**src/rtl/display_arbiter.sv**
```systemverilog
// display_arbiter: fixed-priority sharing of the two-digit 7-segment display
// between up to four value sources. Bit 0 of req/pulse_req has the highest
// priority. A grant is held for at least HOLD_TICKS cycles unless a
// higher-priority source preempts it. The granted source can optionally blink.
module display_arbiter #(
  parameter int HOLD_TICKS  = 50_000_000,
  parameter int BLINK_TICKS = 25_000_000,
  parameter int CNT_WIDTH   = 27
) (
  input  logic        clk,
  input  logic        rst_n,
  input  logic [3:0]  req,
  input  logic [3:0]  pulse_req,
  input  logic [31:0] src_value,
  input  logic [3:0]  blink_en,
  output logic [3:0]  grant,
  output logic        grant_valid,
  output logic [7:0]  display_value,
  output logic        blank,
  output logic        switch_pulse
);

  localparam logic [CNT_WIDTH-1:0] HOLD_LAST  = CNT_WIDTH'(HOLD_TICKS - 1);
  localparam logic [CNT_WIDTH-1:0] BLINK_LAST = CNT_WIDTH'(BLINK_TICKS - 1);

  typedef enum logic {IDLE, GRANT} state_t;

  state_t               state, state_next;
  logic [3:0]           grant_next;
  logic [3:0]           pending, pending_next;
  logic [CNT_WIDTH-1:0] hold_cnt, hold_next;
  logic [CNT_WIDTH-1:0] blink_cnt, blink_next;
  logic                 blank_next;
  logic                 switch_next;
  logic [3:0]           active;
  logic [3:0]           higher;
  logic [3:0]           remaining;
  logic [7:0]           value_sel;

  // Isolate the lowest set bit: the highest-priority source in a mask.
  function automatic logic [3:0] lowest(input logic [3:0] v);
    return v & (~v + 4'd1);
  endfunction

  assign grant_valid = |grant;

  // Byte of src_value belonging to the currently granted source.
  always_comb begin
    value_sel = 8'd0;
    case (grant)
      4'b0001: value_sel = src_value[7:0];
      4'b0010: value_sel = src_value[15:8];
      4'b0100: value_sel = src_value[23:16];
      4'b1000: value_sel = src_value[31:24];
      default: value_sel = 8'd0;
    endcase
  end

  // Next-state logic: arbitration, hold timing, pending announces and blink.
  always_comb begin
    state_next   = state;
    grant_next   = grant;
    hold_next    = hold_cnt;
    blink_next   = blink_cnt;
    blank_next   = blank;
    switch_next  = 1'b0;
    pending_next = pending;
    active       = req | pending | pulse_req;
    // For a one-hot grant, grant-1 masks exactly the higher-priority sources.
    higher       = active & (grant - 4'd1);
    remaining    = active & ~grant;

    case (state)
      IDLE: begin
        blank_next = 1'b1;
        blink_next = '0;
        hold_next  = '0;
        if (|active) begin
          state_next  = GRANT;
          grant_next  = lowest(active);
          switch_next = 1'b1;
          blank_next  = 1'b0;
        end
      end
      GRANT: begin
        if (|higher) begin
          // Preemption ignores the hold; the preempted pending bit survives.
          grant_next  = lowest(higher);
          hold_next   = '0;
          switch_next = 1'b1;
        end else if (|(pulse_req & grant)) begin
          // Re-announce of the shown source restarts its hold silently.
          hold_next = '0;
        end else if (hold_cnt == HOLD_LAST) begin
          pending_next = pending & ~grant;
          if (!(|(req & grant))) begin
            switch_next = 1'b1;
            hold_next   = '0;
            if (|remaining) begin
              grant_next = lowest(remaining);
            end else begin
              state_next = IDLE;
              grant_next = 4'd0;
            end
          end
        end else begin
          hold_next = hold_cnt + 1'b1;
        end

        if (switch_next) begin
          blink_next = '0;
          blank_next = (state_next == IDLE);
        end else if (|(blink_en & grant)) begin
          if (blink_cnt == BLINK_LAST) begin
            blink_next = '0;
            blank_next = ~blank;
          end else begin
            blink_next = blink_cnt + 1'b1;
          end
        end else begin
          blink_next = '0;
          blank_next = 1'b0;
        end
      end
      default: begin
        state_next = IDLE;
        grant_next = 4'd0;
        blank_next = 1'b1;
      end
    endcase

    // An announce in the same cycle as a hold completion keeps the bit set.
    pending_next = pending_next | pulse_req;
  end

  // State, counters and registered outputs; reset aborts any hold at once.
  always_ff @(posedge clk or negedge rst_n) begin
    if (!rst_n) begin
      state         <= IDLE;
      grant         <= 4'd0;
      pending       <= 4'd0;
      hold_cnt      <= '0;
      blink_cnt     <= '0;
      blank         <= 1'b1;
      switch_pulse  <= 1'b0;
      display_value <= 8'd0;
    end else begin
      state         <= state_next;
      grant         <= grant_next;
      pending       <= pending_next;
      hold_cnt      <= hold_next;
      blink_cnt     <= blink_next;
      blank         <= blank_next;
      switch_pulse  <= switch_next;
      display_value <= value_sel;
    end
  end

endmodule
```
**config.mk**
```make
export PLATFORM = sky130hd
export DESIGN_NAME = display_arbiter
export DESIGN_NICKNAME = d
export VERILOG_FILES = /design/src/rtl/display_arbiter.sv
export SDC_FILE = /design/constraint.sdc
export NUM_CORES = 1
export LEC_CHECK = 0
export ABC_AREA = 0
export CORE_MARGIN = 5
export CORE_UTILIZATION = 55
export DETAILED_ROUTE_END_ITERATION = 10
export PLACE_DENSITY = 0.84
export SLEW_MARGIN = 20
export SYNTH_ARGS = -nofsm -noshare
export SYNTH_HDL_FRONTEND = slang
export SYNTH_SLANG_ARGS = --single-unit
```
**constraint.sdc**
```tcl
create_clock -name clk -period 2.6 [get_ports clk]
set_clock_uncertainty 0.1 [all_clocks]
set_input_delay 0.78 -clock clk [delete_from_list [all_inputs] [get_ports clk]]
set_output_delay 0.78 -clock clk [all_outputs]
set_load 0.05 [all_outputs]
```
==> results.md, run 1 <==
* Nets at ~580
* CP Data Required Time at 1.72 ns
* # diodes at 0
* CP max-delay cell: dfrtp_2
* Floorplan row count at 31
* Final hold violations at 0
* Arrival @ worst endpoint at between 1.5 and 2 ns
* Layout area overhead at 28.12%
* Tcrit/Tclk final at between 90 and 100%
* Post-cts resize count at 1
* #FFs+latches synth at 73
* First-pass DRT Iterations at 5
* Setup bufs post-CTS at 0
* Fillers at roughly 540
* CP bufs+invs at 2
* DRT antenna net count at 0
* Via count at between 3000 and 4000
* TritonCTS buffer count at 9
* Synth top area cells: dfrtp_1, xnor2_1, nor2_1
* Die W at 96.83 um
* Initial DRC Count at ~270
* VDD IR-drop max at ~0.38 mV
* First-pass GRT wire length at about 18000 um
* Synth warn at 0
* Clock tree buffer depth at 2
* Max Freq at between 400 and 500 MHz
* Starting Density at a little under three fifths
* Final std cells w/o fill at between 600 and 700
* DRC viols at 0
* Nature of the critical path startpoint: register
* Slew margin rel. at between 60% and 70%
* Routed WL at approximately 10000 um
* Final setup vio count at 0
* Wire per inst at ~17 um
* Place WS at -0.2349 ns
* # hold bufs at CTS at 0
* CP max FO at 15
* Unique masters post-synth at approximately 60
* Post-synth EDFFs at 0
* Worst skew pair latency at roughly 0.34 ns
* Vias per Instance at roughly 5.9
* Share of the yosys chip area belonging to registers at ~44%
* Min setup slack post-route at between 0.1 and 0.15 ns
* Syn Area/Cell at roughly 9.6 sq um
* Fraction of layout cells with a size suffix above 1 at around 16%
* Gr ovfl total at 0
* Synthesized instance count at 432
* Top FF cell, synth: dfrtp_1
* Peak per-stage delay on the critical path at between 0.5 and 0.6 ns
* Full die area at between 0.009 and 0.01 sq mm
* Clock period minus final worst setup slack at roughly 2.5 ns
* Worst-margin pin slew at between 0.5 and 0.6 ns
* I/O Buffers at 60
* Vias in the first global route at 3737
* Post-synth top cells: dfrtp_1, nor2_1, nand3_1, xnor2_1, nand2_1
* Top-Level Pins at 61
* Slew Limit Fails at 0
* Max Cap Viol at 0
* Top cell type's share of synthesized area at a little over two fifths
* Syn Nets at between 400 and 500
* Clk sink count at 73
* Placed cells at ~610
* Top cell family by delay on the critical path: flip-flops
* Post-synth top area cell: dfrtp_1
* PwrDens at around 740 mW/mm^2
* CTS tree: yes
* Tot GR Track Use at a little under a quarter
* Asr flop ratio synth at 100.0%
* Top-count cell post-synth: dfrtp_1
* Worst hold path type: primary input to asynchronous set/reset pin
* H-Tree Depth at 3
* Largest net degree at the start of global routing at 43
* Core area at around 0.0073 sq mm
* CP Capture Type: output port
* Hpwl dp at 7789 um
* RSZ-0062 raised after global routing: false
* Clk slew on worst S/H paths at 0.08 ns
* CTS root buf: clkbuf_8
* Die Ht at approximately 97 um
* Setup CP Type: register to output port
* Worst-path cell chain: inv_1 -> ha_2 -> nand2_1 -> buf_12
* Post-Synthesis Cell Area at 0.004146 sq mm
* Initial antenna violation count at 0
* Routability cong. at between 0.9 and 1
* Leak at ~0.0021 uW
* Outcome: finished, final reports clean
## registers in the layout (all words and copies together), names as in the netlist
signal and count:
blink_cnt 27, hold_cnt 27, display_value 8, grant 4
pending 4, blank 1, state 1, switch_pulse 1
## per-stage QoR
stage / cell area (sq um) / power (uW) / hold WS, ns / TNS (ns) / util (%)
4_1_cts: 5313 / 3959 / 0.3775 / 0 / 72.86
3_3_place_gp: 5105 / 3003 / 0.3710 / -3.214 / 70.01
3_5_place_dp: 5105 / 3049 / 0.3760 / -8.319 / 70.01
2_1_floorplan: 4148 / 2341 / 0.3504 / 0 / -
5_1_grt: 5313 / 4153 / 0.3949 / 0 / 72.86
6_report: 5313 / 3939 / 0.3623 / 0 / 72.86
## cells in the final DEF (no fill, tap or decap), types with 11 or more instances in the layout
cell type        synthesis  routed
and2_1                  11      11
buf_4                    1      42
clkdlybuf4s50_1          0      53
dfrtp_1                 72      71
inv_1                   19      19
nand2_1                 22      22
nand3_1                 32      32
nand4_1                 14      14
nor2_1                  61      61
nor3_1                  13      13
nor4_1                  13      13
xnor2_1                 32      32
xor2_1                  14      14
## kinds of logic (layout without fill, tap and decap cells)
family                   count (synthesis)  after routing  synth area share [%]
flip-flops                              73             73                 44.09
AO/OA/AOI/OAI                           53             53                 10.35
buffers and inverters                   37            135                 3.681
adder cells (fa/ha/maj)                  6              6                 1.810
XOR/XNOR                                46             46                 9.716
multiplexers                             3              3                0.7242
AND/OR/NAND/NOR                        214            214                 29.63
## power breakdown
part / switching [uW] / internal (uW) / total, uW
Clock: 428 / 470 / 898
Sequential: 93.0 / 1230 / 1320
Combinational: 978 / 743 / 1720
## metal layers
| layer | global-route usage (%) | up-vias | share of wire [%] |
|---|---|---|---|
| met5 | 0 | - | 0 |
| met4 | 8.315 | 0 | 2.1 |
| met3 | 4.173 | 21 | 5.8 |
| met2 | 37.95 | 141 | 49 |
| met1 | 29.20 | 1796 | 43 |
| li1 | - | 1737 | - |
## layout make-up
type / instances / area (sq um) / area share [%]
Clock buffer: 10 / 137.6 / 2.591
Sequential cell: 73 / 1829 / 34.43
Inverter: 20 / 75.07 / 1.413
Multi-Input combinational cell: 322 / 2168 / 40.81
Timing Repair Buffer: 99 / 910.9 / 17.15
Tap cell: 99 / 123.9 / 2.332
Clock inverter: 6 / 67.56 / 1.272
## worst paths after layout
| path | startpoint | to | slack [ns] | cells after the start |
|---|---|---|---|---|
| setup / recovery | grant[0] | grant_valid | 0.11 | 4 |
| hold / removal | rst_n | display_value[1] | 0.36 | 2 |
| setup reg to reg | grant[0] | blink_cnt[26] | 0.21 | 9 |
| hold reg to reg | pending[2] | pending[2] | 0.39 | 1 |
| max in group asynchronous | rst_n | blank | 1.61 | 2 |
| min in group clk | pending[2] | pending[2] | 0.39 | 1 |
(Power assumes the default switching activity.)
==> inputs of run 2 (changes only) <==
clock period = 2.5 ns   (was 2.6 ns; I/O delays follow)
==> results.md, run 2 (synthesis gave the netlist of run 1 again) <==
* Final setup vio count at 0
* Setup CP Type: primary input to register
* H-Tree Depth at 3
* Routability cong. at a little over 0.9
* Sequential Area at approximately 0.0018 sq mm
* DRT antenna net count at 0
* Tcrit/Tclk final at 95.25%
* Core area at between 0.007 and 0.008 sq mm
* First-pass GRT wire length at 17340 um
* R2R Path End: blink_cnt[12]
* RSZ-0062 raised after global routing: false
* R2r setup slk at a little under 0.4 ns
* Multi-input combinational cell area at roughly 0.0022 sq mm
* Routed WL at 10180 um
* Die Ht at 96.83 um
* Slew margin rel. at between 50% and 60%
* Initial antenna violation count at 0
* Max Cap Viol at 0
* Final instance area at 0.005346 sq mm
* Max Freq at 419.9 MHz
* Leading cell type in the layout, fill and taps excluded: dfrtp_1
* Vias in the first global route at ~3700
* Vias per Instance at roughly 5.8
* Clock period minus final worst setup slack at between 2 and 2.5 ns
* Worst Setup EP: grant[3]
* CP startpoint: pulse_req[2]
* CP Capture Type: register
* Worst skew pair latency at 0.35 ns
* Floorplan row count at 31
* CTS root buf: clkbuf_8
* Worst-margin pin slew at 0.6242 ns
* Wire per inst at approximately 16 um
* PwrDens at 783.8 mW/mm^2
* CP Data Required Time at between 2 and 3 ns
* Outcome: finished, final reports clean
* Starting Density at ~57%
* TritonCTS buffer count at 9
* Worst hold path type: primary input to asynchronous set/reset pin
* Final hold violations at 0
* CTS tree: yes
* Final std cells w/o fill at between 600 and 700
* FF-to-FF path depth at 8
* Arrival @ worst endpoint at between 2 and 3 ns
* Tot GR Track Use at 22.15%
* Via count at between 3000 and 4000
* Fillers at 543
* Layout area overhead at 28.94%
* Nature of the critical path startpoint: primary input
* Clk slew on worst S/H paths at around 0.080 ns
* Placed cells at approximately 600
* Most frequent cells in the layout: dfrtp_1, nor2_1, clkdlybuf4s50_1
* Clk sink count at 73
* Largest net degree at the start of global routing at 39
* Initial DRC Count at approximately 210
* I/O Buffers at 60
* Full die area at 0.009375 sq mm
* Gr ovfl total at 0
* Nets at roughly 580
* Top-Level Pins at about 60
* Dpl cell area at between 0.005 and 0.006 sq mm
* Die W at 96.83 um
* Leak at between 0.002 and 0.0025 uW
* Biggest regs: blink_cnt: 27 flops, hold_cnt: 27 flops, display_value: 8 flops
* CP max FO at 3
* First-pass DRT Iterations at 5
* Slew Limit Fails at 0
* Fraction of layout cells with a size suffix above 1 at between 15 and 20%
* Clock tree buffer depth at 2
* DRC viols at 0
* # diodes at 0
* TNS Setup at 0 ns
* VDD IR-drop max at between 0.3 and 0.4 mV
* Setup bufs post-CTS at 0
* Hpwl dp at 7566 um
* Worst r2r src: grant[2]
==> run 2: area by class of cell <==
cell class / count / share of cell area (%)
clock inverters: 4 / 0.9361
inverters: 20 / 1.404
multi-input cells: 322 / 40.72
clock buffers: 12 / 3.089
flip-flops and latches: 73 / 34.21
repair buffers: 101 / 17.32
well taps: 99 / 2.317
==> run 2: timing repair <==
item,CTS,global route
endpoints found under the hold margin,0,0
resized for setup,0,2
hold buffers,0,0
endpoints found under the setup margin,0,17
==> run 2: worst min-delay path by stage <==
stage	start	end	depth (start not counted)	slack [ns]
detailed placement	pending[2]	pending[2]	1	0.38
global route	rst_n	blink_cnt[8]	2	0.38
floorplan	rst_n	blink_cnt[0]	0	0.35
finish	rst_n	blink_cnt[9]	2	0.35
global placement	pending[2]	pending[2]	1	0.37
CTS	rst_n	blink_cnt[9]	2	0.35
==> run 2: per-layer routing <==
metal	wire length (um)	share of wire [%]	vias up	global-route usage, %
met2	5017	49	126	36.73
met5	0	0	-	0
met3	561	5.5	17	5.468
met1	4420	43	1753	28.22
li1	-	-	1748	-
met4	179	1.8	0	7.667
==> run 2: critical path: stages <==
cell             delay (ns)
clkdlybuf4s50_1        0.43
a22o_1                 0.25
a221oi_2               0.23
buf_4                  0.16
nand4_2                0.12
and2_1                 0.23
o32a_1                 0.34
==> run 2: metrics by stage <==
step	hold WS, ns	setup WS [ns]	utilization, %	power [uW]
finish	0.3480	0.1187	73.32	4191
global route	0.3794	0.01095	73.32	4427
CTS	0.3548	0.07929	73.20	4192
detailed placement	0.3837	-0.2567	70.25	3205
global placement	0.3699	-0.1777	70.25	3148
floorplan	0.3504	0.009679	-	2439
==> run 2: report_power, final <==
group / internal (uW) / switching [uW] / total, uW
sequential: 1280 / 61.0 / 1340
combinational: 806 / 1070 / 1870
clock: 541 / 440 / 981
total: 2620 / 1570 / 4190
